<file path="config.mk">
export PLATFORM = sky130hd
export DESIGN_NAME = ahb_slave_if_gen_flat
export DESIGN_NICKNAME = d
export VERILOG_FILES = /design/src/rtl/ahb_slave_if_gen_if.sv /design/src/rtl/ahb_slave_if_gen.sv /design/src/flat_wrapper.sv
export SDC_FILE = /design/constraint.sdc
export NUM_CORES = 1
export LEC_CHECK = 0
export CORE_MARGIN = 3
export CORE_UTILIZATION = 35
export DETAILED_ROUTE_END_ITERATION = 6
export HOLD_SLACK_MARGIN = 0.12
export PLACE_DENSITY = 0.69
export SLEW_MARGIN = 30
export SYNTH_ARGS = -nofsm -noshare
export SYNTH_HDL_FRONTEND = slang
export SYNTH_SLANG_ARGS = --single-unit
</file>
<file path="constraint.sdc">
create_clock -name hclk -period 3 [get_ports hclk]
set_input_delay 0.3 -clock hclk [delete_from_list [all_inputs] [get_ports hclk]]
set_output_delay 0.3 -clock hclk [all_outputs]
set_load 0.01 [all_outputs]
</file>
<file path="src/rtl/ahb_slave_if_gen_if.sv">
// AHB-to-APB bridge front-end bus bundle: AHB request side, APB read-return side,
// and the decoded/pipelined outputs of ahb_slave_if_gen.
// Modports: slave = the bridge front-end, master = whatever drives AHB and consumes outputs.
interface ahb_slave_if_gen_if #(
    parameter int ADDR_W  = 32,
    parameter int DATA_W  = 32,
    parameter int NUM_SLV = 3
);
    // AHB request side
    logic                hwrite;
    logic                hready_in;
    logic [1:0]          htrans;
    logic [ADDR_W-1:0]   haddr;
    logic [DATA_W-1:0]   hwdata;
    // APB return side
    logic [DATA_W-1:0]   pr_data;
    logic                pr_ready;
    // decode outputs
    logic                valid;
    logic [NUM_SLV-1:0]  sel;
    // final pipeline stage
    logic [ADDR_W-1:0]   haddr_p;
    logic [DATA_W-1:0]   hwdata_p;
    logic                hwrite_p;
    logic [NUM_SLV-1:0]  sel_p;
    logic                valid_p;
    // AHB response side
    logic [DATA_W-1:0]   hr_data;
    logic                hready_out;
    logic                hresp;

    modport slave (
        input  hwrite, hready_in, htrans, haddr, hwdata, pr_data, pr_ready,
        output valid, sel, haddr_p, hwdata_p, hwrite_p, sel_p, valid_p,
        output hr_data, hready_out, hresp
    );

    modport master (
        output hwrite, hready_in, htrans, haddr, hwdata, pr_data, pr_ready,
        input  valid, sel, haddr_p, hwdata_p, hwrite_p, sel_p, valid_p,
        input  hr_data, hready_out, hresp
    );
endinterface

</file>
<file path="src/rtl/ahb_slave_if_gen.sv">
// Purpose: AHB slave front-end: decodes haddr into NUM_SLV regions, pipelines
//   address/control PIPE_DEPTH stages (write data one stage behind), and drives a
//   two-cycle AHB ERROR response for out-of-range NONSEQ/SEQ transfers.
// Latency: valid/sel/hr_data combinational; *_p outputs PIPE_DEPTH enabled edges.
// Backpressure: pipeline only advances when hready_in=1; hready_out follows pr_ready
//   in IDLE and is forced low in the first error cycle.
// Ports: hclk, hreset (sync, active-high), bus (ahb_slave_if_gen_if.slave).
module ahb_slave_if_gen #(
    parameter int                ADDR_W     = 32,
    parameter int                DATA_W     = 32,
    parameter int                NUM_SLV    = 3,
    parameter logic [ADDR_W-1:0] BASE_ADDR  = 32'h8000_0000,
    parameter int                RGN_LOG2   = 26,
    parameter int                PIPE_DEPTH = 2
) (
    input logic               hclk,
    input logic               hreset,
    ahb_slave_if_gen_if.slave bus
);
    localparam int AW1 = ADDR_W + 1;
    // write data trails address by one stage, but always has at least one register
    localparam int DD  = (PIPE_DEPTH > 1) ? PIPE_DEPTH - 1 : 1;

    // Bounds are computed one bit wider so the top of the last region cannot wrap
    localparam logic [AW1-1:0] RGN_LO = {1'b0, BASE_ADDR};
    localparam logic [AW1-1:0] RGN_HI = RGN_LO + (AW1'(NUM_SLV) << RGN_LOG2);

    typedef enum logic [1:0] {
        S_IDLE = 2'd0,
        S_ERR1 = 2'd1,
        S_ERR2 = 2'd2
    } state_t;

    state_t state, state_nxt;

    logic [AW1-1:0]     addr_ext;
    logic [AW1-1:0]     rgn_idx;
    logic               in_range;
    logic [NUM_SLV-1:0] sel_c;
    logic               valid_c;
    logic               err_cond;

    // ---------------- address decode ----------------
    always_comb begin
        addr_ext = {1'b0, bus.haddr};
        in_range = (addr_ext >= RGN_LO) && (addr_ext < RGN_HI);
        rgn_idx  = (addr_ext - RGN_LO) >> RGN_LOG2;
        sel_c    = '0;
        for (int i = 0; i < NUM_SLV; i++) begin
            sel_c[i] = in_range && (rgn_idx == AW1'(i));
        end
    end

    // Only NONSEQ/SEQ (htrans[1]) qualify; BUSY/IDLE never select or error.
    assign err_cond = bus.hready_in && bus.htrans[1] && !in_range;
    assign valid_c  = bus.hready_in && bus.htrans[1] && in_range && (state != S_ERR1);

    assign bus.valid   = valid_c;
    assign bus.sel     = sel_c;
    assign bus.hr_data = bus.pr_data;

    // ---------------- error FSM: state register ----------------
    always_ff @(posedge hclk) begin
        if (hreset) begin
            state <= S_IDLE;
        end else begin
            state <= state_nxt;
        end
    end

    // ---------------- error FSM: next state ----------------
    always_comb begin
        state_nxt = state;
        case (state)
            S_IDLE:  state_nxt = err_cond ? S_ERR1 : S_IDLE;
            S_ERR1:  state_nxt = S_ERR2;
            S_ERR2:  state_nxt = err_cond ? S_ERR1 : S_IDLE;
            default: state_nxt = S_IDLE;
        endcase
    end

    // ---------------- error FSM: outputs ----------------
    // Reset masks any in-flight error so the master sees OKAY throughout reset.
    always_comb begin
        bus.hready_out = bus.pr_ready;
        bus.hresp      = 1'b0;
        if (!hreset) begin
            case (state)
                S_ERR1: begin
                    bus.hready_out = 1'b0;
                    bus.hresp      = 1'b1;
                end
                S_ERR2: begin
                    bus.hready_out = 1'b1;
                    bus.hresp      = 1'b1;
                end
                default: begin
                    bus.hready_out = bus.pr_ready;
                    bus.hresp      = 1'b0;
                end
            endcase
        end
    end

    // ---------------- pipeline ----------------
    logic [ADDR_W-1:0]  addr_q  [PIPE_DEPTH];
    logic               write_q [PIPE_DEPTH];
    logic [NUM_SLV-1:0] sel_q   [PIPE_DEPTH];
    logic               vld_q   [PIPE_DEPTH];
    logic [DATA_W-1:0]  data_q  [DD];

    always_ff @(posedge hclk) begin
        if (hreset) begin
            for (int k = 0; k < PIPE_DEPTH; k++) begin
                addr_q[k]  <= '0;
                write_q[k] <= 1'b0;
                sel_q[k]   <= '0;
                vld_q[k]   <= 1'b0;
            end
            for (int k = 0; k < DD; k++) begin
                data_q[k] <= '0;
            end
        end else if (bus.hready_in) begin
            // out-of-range already decodes to sel=0/valid=0, so stage 1 takes it as-is
            addr_q[0]  <= bus.haddr;
            write_q[0] <= bus.hwrite;
            sel_q[0]   <= sel_c;
            vld_q[0]   <= valid_c;
            for (int k = 1; k < PIPE_DEPTH; k++) begin
                addr_q[k]  <= addr_q[k-1];
                write_q[k] <= write_q[k-1];
                sel_q[k]   <= sel_q[k-1];
                vld_q[k]   <= vld_q[k-1];
            end
            // hwdata arrives in the AHB data phase, one beat after its address
            data_q[0] <= bus.hwdata;
            for (int k = 1; k < DD; k++) begin
                data_q[k] <= data_q[k-1];
            end
        end
    end

    assign bus.haddr_p  = addr_q[PIPE_DEPTH-1];
    assign bus.hwrite_p = write_q[PIPE_DEPTH-1];
    assign bus.sel_p    = sel_q[PIPE_DEPTH-1];
    assign bus.valid_p  = vld_q[PIPE_DEPTH-1];
    assign bus.hwdata_p = data_q[DD-1];

endmodule

</file>
<file path="src/flat_wrapper.sv">
// flat-port wrapper written by rule: the top's interface ports become plain ports
module ahb_slave_if_gen_flat 
#(
    parameter int                ADDR_W     = 32,
    parameter int                DATA_W     = 32,
    parameter int                NUM_SLV    = 3,
    parameter logic [ADDR_W-1:0] BASE_ADDR  = 32'h8000_0000,
    parameter int                RGN_LOG2   = 26,
    parameter int                PIPE_DEPTH = 2
)
  (hclk, hreset, bus_hwrite, bus_hready_in, bus_htrans, bus_haddr, bus_hwdata, bus_pr_data, bus_pr_ready, bus_valid, bus_sel, bus_haddr_p, bus_hwdata_p, bus_hwrite_p, bus_sel_p, bus_valid_p, bus_hr_data, bus_hready_out, bus_hresp);
  ahb_slave_if_gen_if #(.ADDR_W(ADDR_W), .DATA_W(DATA_W), .NUM_SLV(NUM_SLV)) bus_i ();
  input logic hclk;
  input logic hreset;
  input wire logic [$bits(bus_i.hwrite)-1:0] bus_hwrite;
  input wire logic [$bits(bus_i.hready_in)-1:0] bus_hready_in;
  input wire logic [$bits(bus_i.htrans)-1:0] bus_htrans;
  input wire logic [$bits(bus_i.haddr)-1:0] bus_haddr;
  input wire logic [$bits(bus_i.hwdata)-1:0] bus_hwdata;
  input wire logic [$bits(bus_i.pr_data)-1:0] bus_pr_data;
  input wire logic [$bits(bus_i.pr_ready)-1:0] bus_pr_ready;
  output wire logic [$bits(bus_i.valid)-1:0] bus_valid;
  output wire logic [$bits(bus_i.sel)-1:0] bus_sel;
  output wire logic [$bits(bus_i.haddr_p)-1:0] bus_haddr_p;
  output wire logic [$bits(bus_i.hwdata_p)-1:0] bus_hwdata_p;
  output wire logic [$bits(bus_i.hwrite_p)-1:0] bus_hwrite_p;
  output wire logic [$bits(bus_i.sel_p)-1:0] bus_sel_p;
  output wire logic [$bits(bus_i.valid_p)-1:0] bus_valid_p;
  output wire logic [$bits(bus_i.hr_data)-1:0] bus_hr_data;
  output wire logic [$bits(bus_i.hready_out)-1:0] bus_hready_out;
  output wire logic [$bits(bus_i.hresp)-1:0] bus_hresp;
  assign bus_i.hwrite = bus_hwrite;
  assign bus_i.hready_in = bus_hready_in;
  assign bus_i.htrans = bus_htrans;
  assign bus_i.haddr = bus_haddr;
  assign bus_i.hwdata = bus_hwdata;
  assign bus_i.pr_data = bus_pr_data;
  assign bus_i.pr_ready = bus_pr_ready;
  assign bus_valid = bus_i.valid;
  assign bus_sel = bus_i.sel;
  assign bus_haddr_p = bus_i.haddr_p;
  assign bus_hwdata_p = bus_i.hwdata_p;
  assign bus_hwrite_p = bus_i.hwrite_p;
  assign bus_sel_p = bus_i.sel_p;
  assign bus_valid_p = bus_i.valid_p;
  assign bus_hr_data = bus_i.hr_data;
  assign bus_hready_out = bus_i.hready_out;
  assign bus_hresp = bus_i.hresp;
  ahb_slave_if_gen #(.ADDR_W(ADDR_W), .DATA_W(DATA_W), .NUM_SLV(NUM_SLV), .BASE_ADDR(BASE_ADDR), .RGN_LOG2(RGN_LOG2), .PIPE_DEPTH(PIPE_DEPTH)) u_core (.hclk(hclk), .hreset(hreset), .bus(bus_i));
endmodule
</file>
==> reports/metrics.cfg, run 1 <==
[outcome]
outcome=finished clean

[power]
p_int_w=0.00265
combPwrFrac=0.112
seqPwrFrac=0.545
p_sw_w=0.000654
clkPwrFrac=0.343
p_leak_nw=2.25
ir_drop_mv=0.226
switching_share=0.198
pwr_density_cell_nw_per_um2=544

[route]
wire_per_inst_um=14.0
drt_first_pass_iters=4
drc_errors=0
viasPerCell=4.22
vias=2404
drtIter0Drc=122
ant_nets=0
drt-total-wl_mm=7.97

[min_path]
hold_path_end=u_core.addr_q[0][46]$_SDFFCE_PN0P_
hp-class=reg2reg
holdCritStartpoint=u_core.addr_q[0][14]$_SDFFCE_PN0P_
holdPathStages=1

[clocking]
cts_buffers=9
cts_tree=built
clk_latency_ps=340
cts_hold_buf=0
cts_sinks=108
path_clk_slew_ps=60
cts_setup_buffers=0
cts-root-buf=clkbuf_16
htreeDepth=3
cts_buffer_depth=2
cts_resized=0

[grt]
grt_pass1_wl_mm=12.3
gr-total-overflow=0
first_global_vias=2458
grt_start_max_net_pins=107
track_usage=0.111
antenna_found_initial=0

[timing]
finalClockSkew_ps=2.66
rsz0062_at_grt=no
fin_setup_tns_ps=0
slew_headroom=0.587
setup_viol=0
tightestPinTransition_ps=619
hold_violations=0
worst_slack_ps=481
slew_viol_final=0
max_freq_ghz=0.397
min_period_ps=2520
final.period_utilization=0.840

[yosys]
synth_top_family_by_area=simple AND/OR/NAND/NOR gates
synth.largest_area_cell=edfxtp_1
yosys.area_share.simple=0.167
syn_inst=315
postSynth.asyncResetShare=0
ys.flop_type=edfxtp_1
ys_seq_area_frac=0.693
synth_fp_nets=423
ys_warn_count=0
synthTopCellsByCount=edfxtp_1 (106), and2_1 (103), buf_4 (67), clkbuf_1 (10), ha_1 (5)
ys_top_cells_by_area=edfxtp_1 (68%), and2_1 (14%), buf_4 (11%)
synthMuxAreaShare=0.00242
synthesis.area_um2=4650
synth_fa_ha_area_frac=0.0135
ys_types=23
avgSynthCellArea_um2=14.8
synth-compound-area-share=0.00242
synth-xor-area-share=0
synth_edf_count=106
synth_seq_cells=108
synth_most_common_cell=edfxtp_1
yosysTopAreaCellShare=0.684

[setup_path]
rr_worst_depth=3
critPathLaunchType=input pin
rrSetupSlack_ps=1890
r2r-start=u_core.state[0]$_SDFF_PP0_
worstSetupPathType=in2out
r2r-end=u_core.state[0]$_SDFF_PP0_
critPathArrivalTime_ps=2220
cp.required_ps=2700
path_max_fanout=9
cp-end-kind=output pin

[floorplanning]
num_rows=41
die_y_um=121
ioPinCount=210
die-area_um2=14700
core_um2=12800
chipWidth_um=121
start_util=0.363

[place]
port_buffers=144
post-dp-hpwl_mm=5.57
dp_slack_ps=486
gp_congestion=0.709

[layout]
drive_gt1_frac=0.0477
final_nets=501
area_growth_pct=30.6
antenna_cells=0

[run]
max_cap_viol_count=0

[cell type report]
class	instances	area [µm²]
clock buffers	13	240
clock inverters	3	40.0
fillers	1151	6750
inverters	2	7.51
multi-input cells	126	867
flip-flops and latches	108	3220
well taps	172	215
repair buffers	146	1480
[state kept, by name (all words and copies together), names as in the netlist]
| register | cells |
|---|---|
| u_core.addr_q | 64 |
| u_core.data_q | 32 |
| u_core.sel_q | 6 |
| u_core.state | 2 |
| u_core.vld_q | 2 |
| u_core.write_q | 2 |
[cells by family after synthesis]
logic type,Yosys count
fa+ha+maj,5
compound gates,1
simple gates,119
mux,1
flops,108
buf+inv,81
[cells in the final DEF, fill, tap and decap left out, types with 2 or more instances in the layout]
master	netlist	routed
and2_1	103	103
and4bb_1	2	2
buf_12	0	2
clkbuf_1	10	4
clkbuf_16	0	9
clkdlybuf4s50_1	0	144
clkinv_2	0	2
dfxtp_1	2	2
edfxtp_1	106	106
ha_1	5	5
inv_1	2	2
nor2b_1	2	2
nor3b_1	2	2
nor4_1	2	2
[worst max-delay path: stages]
cell and delay, ps:
clkdlybuf4s50_1 420, or4b_4 610, nor4_1 300, clkdlybuf4s50_1 590
[how the worst max path moves through the flow]
stage                              from                           endpoint  slack (ps)  cells past startpoint
final                     bus_haddr[29]                          bus_valid         480                      4
after global routing      bus_haddr[29]                          bus_valid         460                      4
after CTS                 bus_haddr[29]                          bus_valid         480                      4
after detailed placement  bus_haddr[29]                          bus_valid         490                      4
after global placement    bus_haddr[29]                          bus_valid         500                      4
after floorplan                  hreset  u_core.addr_q[0][0]$_SDFFCE_PN0P_         960                      1
[per-layer routing]
| layer | track usage | vias to the layer above | wire (µm) |
|---|---|---|---|
| met5 | 0 | - | 0 |
| li1 | - | 1162 | - |
| met2 | 0.178 | 94 | 3910 |
| met4 | 0.0742 | 0 | 295 |
| met3 | 0.0359 | 34 | 646 |
| met1 | 0.128 | 1114 | 3120 |
[power by group through the flow]
stage	Combinational, W	Sequential (W)	Clock, W
after global routing	0.000399	0.00181	0.00124
after CTS	0.000377	0.00180	0.00118
after global placement	0.000372	0.00183	0
final	0.000368	0.00180	0.00113
after floorplan	0.000182	0.00185	0
after detailed placement	0.000375	0.00184	0
[metrics by stage]
step	hold WS, ps	total power (W)	instance area (µm²)	util	cells
floorplan	372	0.00203	4650	-	315
global placement	500	0.00220	5790	0.452	554
detailed placement	506	0.00221	5790	0.452	554
CTS	522	0.00336	6070	0.474	570
global route	534	0.00345	6070	0.474	570
finish	517	0.00330	6070	0.474	570
Note: power is estimated with default switching activity, not from simulation.
==> run 2: changes to the inputs <==
PLACE_DENSITY = 0.72   (was 0.69)
clock period = 2.06 ns   (was 3 ns; I/O delays follow)
==> run 2 against run 1 <==
Power is 51% higher; combinational power is 51% higher; register-to-register slack worse by 970 ps; critical endpoint unchanged; highest routed layer unchanged.
==> reports/metrics.cfg, run 2 (synthesis results as in run 1) <==
[floorplanning]
chipWidth_um=121  ; unchanged
core_um2=12800  ; unchanged
die_y_um=121  ; unchanged
num_rows=41  ; unchanged
die-area_um2=14700  ; unchanged
start_util=0.363  ; unchanged
ioPinCount=210  ; unchanged

[place]
gp_congestion=0.709  ; about the same
port_buffers=144  ; unchanged
dp_slack_ps=-291  ; was 486 ps
post-dp-hpwl_mm=6.05  ; was 5.57 mm
placed_area_um2=5870  ; was 5790 µm²

[clocking]
htreeDepth=3  ; unchanged
cts_buffers=9  ; unchanged
cts_tree=built  ; unchanged
cts_sinks=108  ; unchanged
cts_setup_buffers=0  ; unchanged
cts_buffer_depth=2  ; unchanged
clk_latency_ps=330  ; was 340 ps
cts-root-buf=clkbuf_16  ; unchanged

[setup_path]
slowest_delay_ps=600  ; was 610 ps
r2r-end=u_core.vld_q[0][0]$_SDFFCE_PN0P_  ; was u_core.state[0]$_SDFF_PP0_
r2r-start=u_core.state[1]$_SDFF_PP0_  ; was u_core.state[0]$_SDFF_PP0_
worstSetupPathType=in2out  ; unchanged
rrSetupSlack_ps=920  ; was 1890 ps
critPathArrivalTime_ps=1820  ; was 2220 ps
cp-end-kind=output pin  ; unchanged
worstPathCellList=clkdlybuf4s50_1, or4b_4, nor4_2, clkdlybuf4s15_1  ; was clkdlybuf4s50_1, or4b_4, nor4_1, clkdlybuf4s50_1
cp.required_ps=1850  ; was 2700 ps
path_max_fanout=5  ; was 9
critPathLaunchType=input pin  ; unchanged
slowest_stage=or4b_4  ; unchanged
rr_worst_depth=3  ; unchanged

[grt]
antenna_found_initial=0  ; unchanged
grt_start_max_net_pins=43  ; was 107
first_global_vias=2484  ; was 2,458
gr-total-overflow=0  ; unchanged
grt_pass1_wl_mm=13.0  ; was 12.3 mm
track_usage=0.114  ; was 0.111

[layout]
antenna_cells=0  ; unchanged
design_area_um2=6210  ; was 6070 µm²
drive_gt1_frac=0.0887  ; was 0.0477
area_growth_pct=33.6  ; was 30.6%
layout.cells.most_common=clkdlybuf4s50_1  ; unchanged
top_register=u_core.addr_q  ; unchanged
layout_common_cells=clkdlybuf4s50_1 (139), edfxtp_1 (106), and2_1 (103)  ; was clkdlybuf4s50_1 (144), edfxtp_1 (106), and2_1 (103)
regArea_um2=3230  ; was 3220 µm²
multiInputGateArea_um2=893  ; was 867 µm²
final_util=0.484  ; was 0.474
fill_cells=1130  ; was 1,151
largest_reg_flops=64  ; unchanged
final_nets=509  ; was 501
top_regs=u_core.addr_q (64), u_core.data_q (32), u_core.sel_q (6)  ; unchanged

[timing]
slew_viol_final=0  ; unchanged
slew_headroom=0.819  ; was 0.587
finalClockSkew_ps=3.60  ; was 2.66 ps
tightestPinTransition_ps=268  ; was 619 ps
max_freq_ghz=0.493
min_period_ps=2030
setup_viol=0  ; unchanged
rsz0062_at_grt=no  ; unchanged
final.period_utilization=0.984
hold_violations=0  ; unchanged
worst_slack_ps=32.0  ; was 481 ps

[min_path]
holdCritStartpoint=bus_pr_data[10]  ; was u_core.addr_q[0][14]$_SDFFCE_PN0P_
holdPathStages=0  ; was 1
hp-class=in2out  ; was reg2reg
hold_path_end=bus_hr_data[10]  ; was u_core.addr_q[0][46]$_SDFFCE_PN0P_

[power]
switching_share=0.199  ; was 0.198
p_sw_w=0.000988  ; was 0.000654 W
combPwrFrac=0.112  ; about the same
ir_drop_mv=0.323  ; was 0.226 mV
clkPwrFrac=0.361  ; was 0.343
p_int_w=0.00399  ; was 0.00265 W
seqPwrFrac=0.527  ; was 0.545
p_leak_nw=2.32  ; was 2.25 nW
pwr_density_cell_nw_per_um2=801  ; was 544 nW/µm²

[route]
drc_errors=0  ; unchanged
vias=2427  ; was 2,404
drtIter0Drc=191  ; was 122
wire_per_inst_um=14.5  ; was 14.0 µm
viasPerCell=4.20  ; was 4.22
ant_nets=0  ; unchanged
drt_first_pass_iters=4  ; unchanged
drt-total-wl_mm=8.37  ; was 7.97 mm

[run]
max_cap_viol_count=0  ; unchanged

[outcome]
outcome=finished clean  ; unchanged

-- run 2: repair_timing --
item                       4_1_cts  5_1_grt
cloned                           0        0
gates resized for setup          9        7
hold buffers                     0        0
setup endpoints to repair        6        3
-- run 2: cell type report --
| type | count | area share |
|---|---|---|
| sequential | 108 | 0.520 |
| clock inverter | 7 | 0.0147 |
| tap | 172 | 0.0346 |
| timing repair buffer | 154 | 0.250 |
| multi-input combinational | 126 | 0.144 |
| clock buffer | 9 | 0.0363 |
| inverter | 2 | 0.00121 |
-- run 2: worst max-delay path by stage --
stage / from / to / slack (ps) / cells past startpoint
after CTS: bus_haddr[29] / bus_valid / 10 / 4
final: bus_haddr[29] / bus_valid / 30 / 4
after global placement: bus_haddr[29] / bus_valid / -270 / 4
after global routing: bus_haddr[29] / bus_sel[2] / 5 / 4
after floorplan: hreset / u_core.addr_q[0][0]$_SDFFCE_PN0P_ / 110 / 1
after detailed placement: bus_haddr[29] / bus_valid / -290 / 4
-- run 2: worst max-delay path: cells and delay by family --
family                 cells  cell delay [ps]
buffers and inverters      2              730
AND/OR/NAND/NOR            2              880
-- run 2: power by group through the flow --
stage / sequential, W / clock (W) / combinational (W)
finish: 0.00262 / 0.00180 / 0.000557
floorplan: 0.00270 / 0 / 0.000264
CTS: 0.00262 / 0.00186 / 0.000565
global placement: 0.00266 / 0 / 0.000554
detailed placement: 0.00267 / 0 / 0.000563
global route: 0.00264 / 0.00195 / 0.000601
-- run 2: per-layer routing --
metal | track usage | vias up | part of all wire
met5 | 0 | - | 0
met4 | 0.0532 | 0 | 0.025
met3 | 0.0336 | 30 | 0.069
met2 | 0.189 | 88 | 0.50
met1 | 0.138 | 1138 | 0.41
li1 | - | 1171 | -
-- run 2: through the flow --
| stage | instances | hold slack (ps) | power (W) | TNS (ps) |
|---|---|---|---|---|
| finish | 578 | 412 | 0.00497 | 0 |
| global route | 578 | 412 | 0.00518 | 0 |
| CTS | 578 | 412 | 0.00505 | 0 |
| detailed placement | 562 | 412 | 0.00324 | -773 |
| global placement | 562 | 412 | 0.00322 | -717 |
| floorplan | 315 | 278 | 0.00296 | 0 |
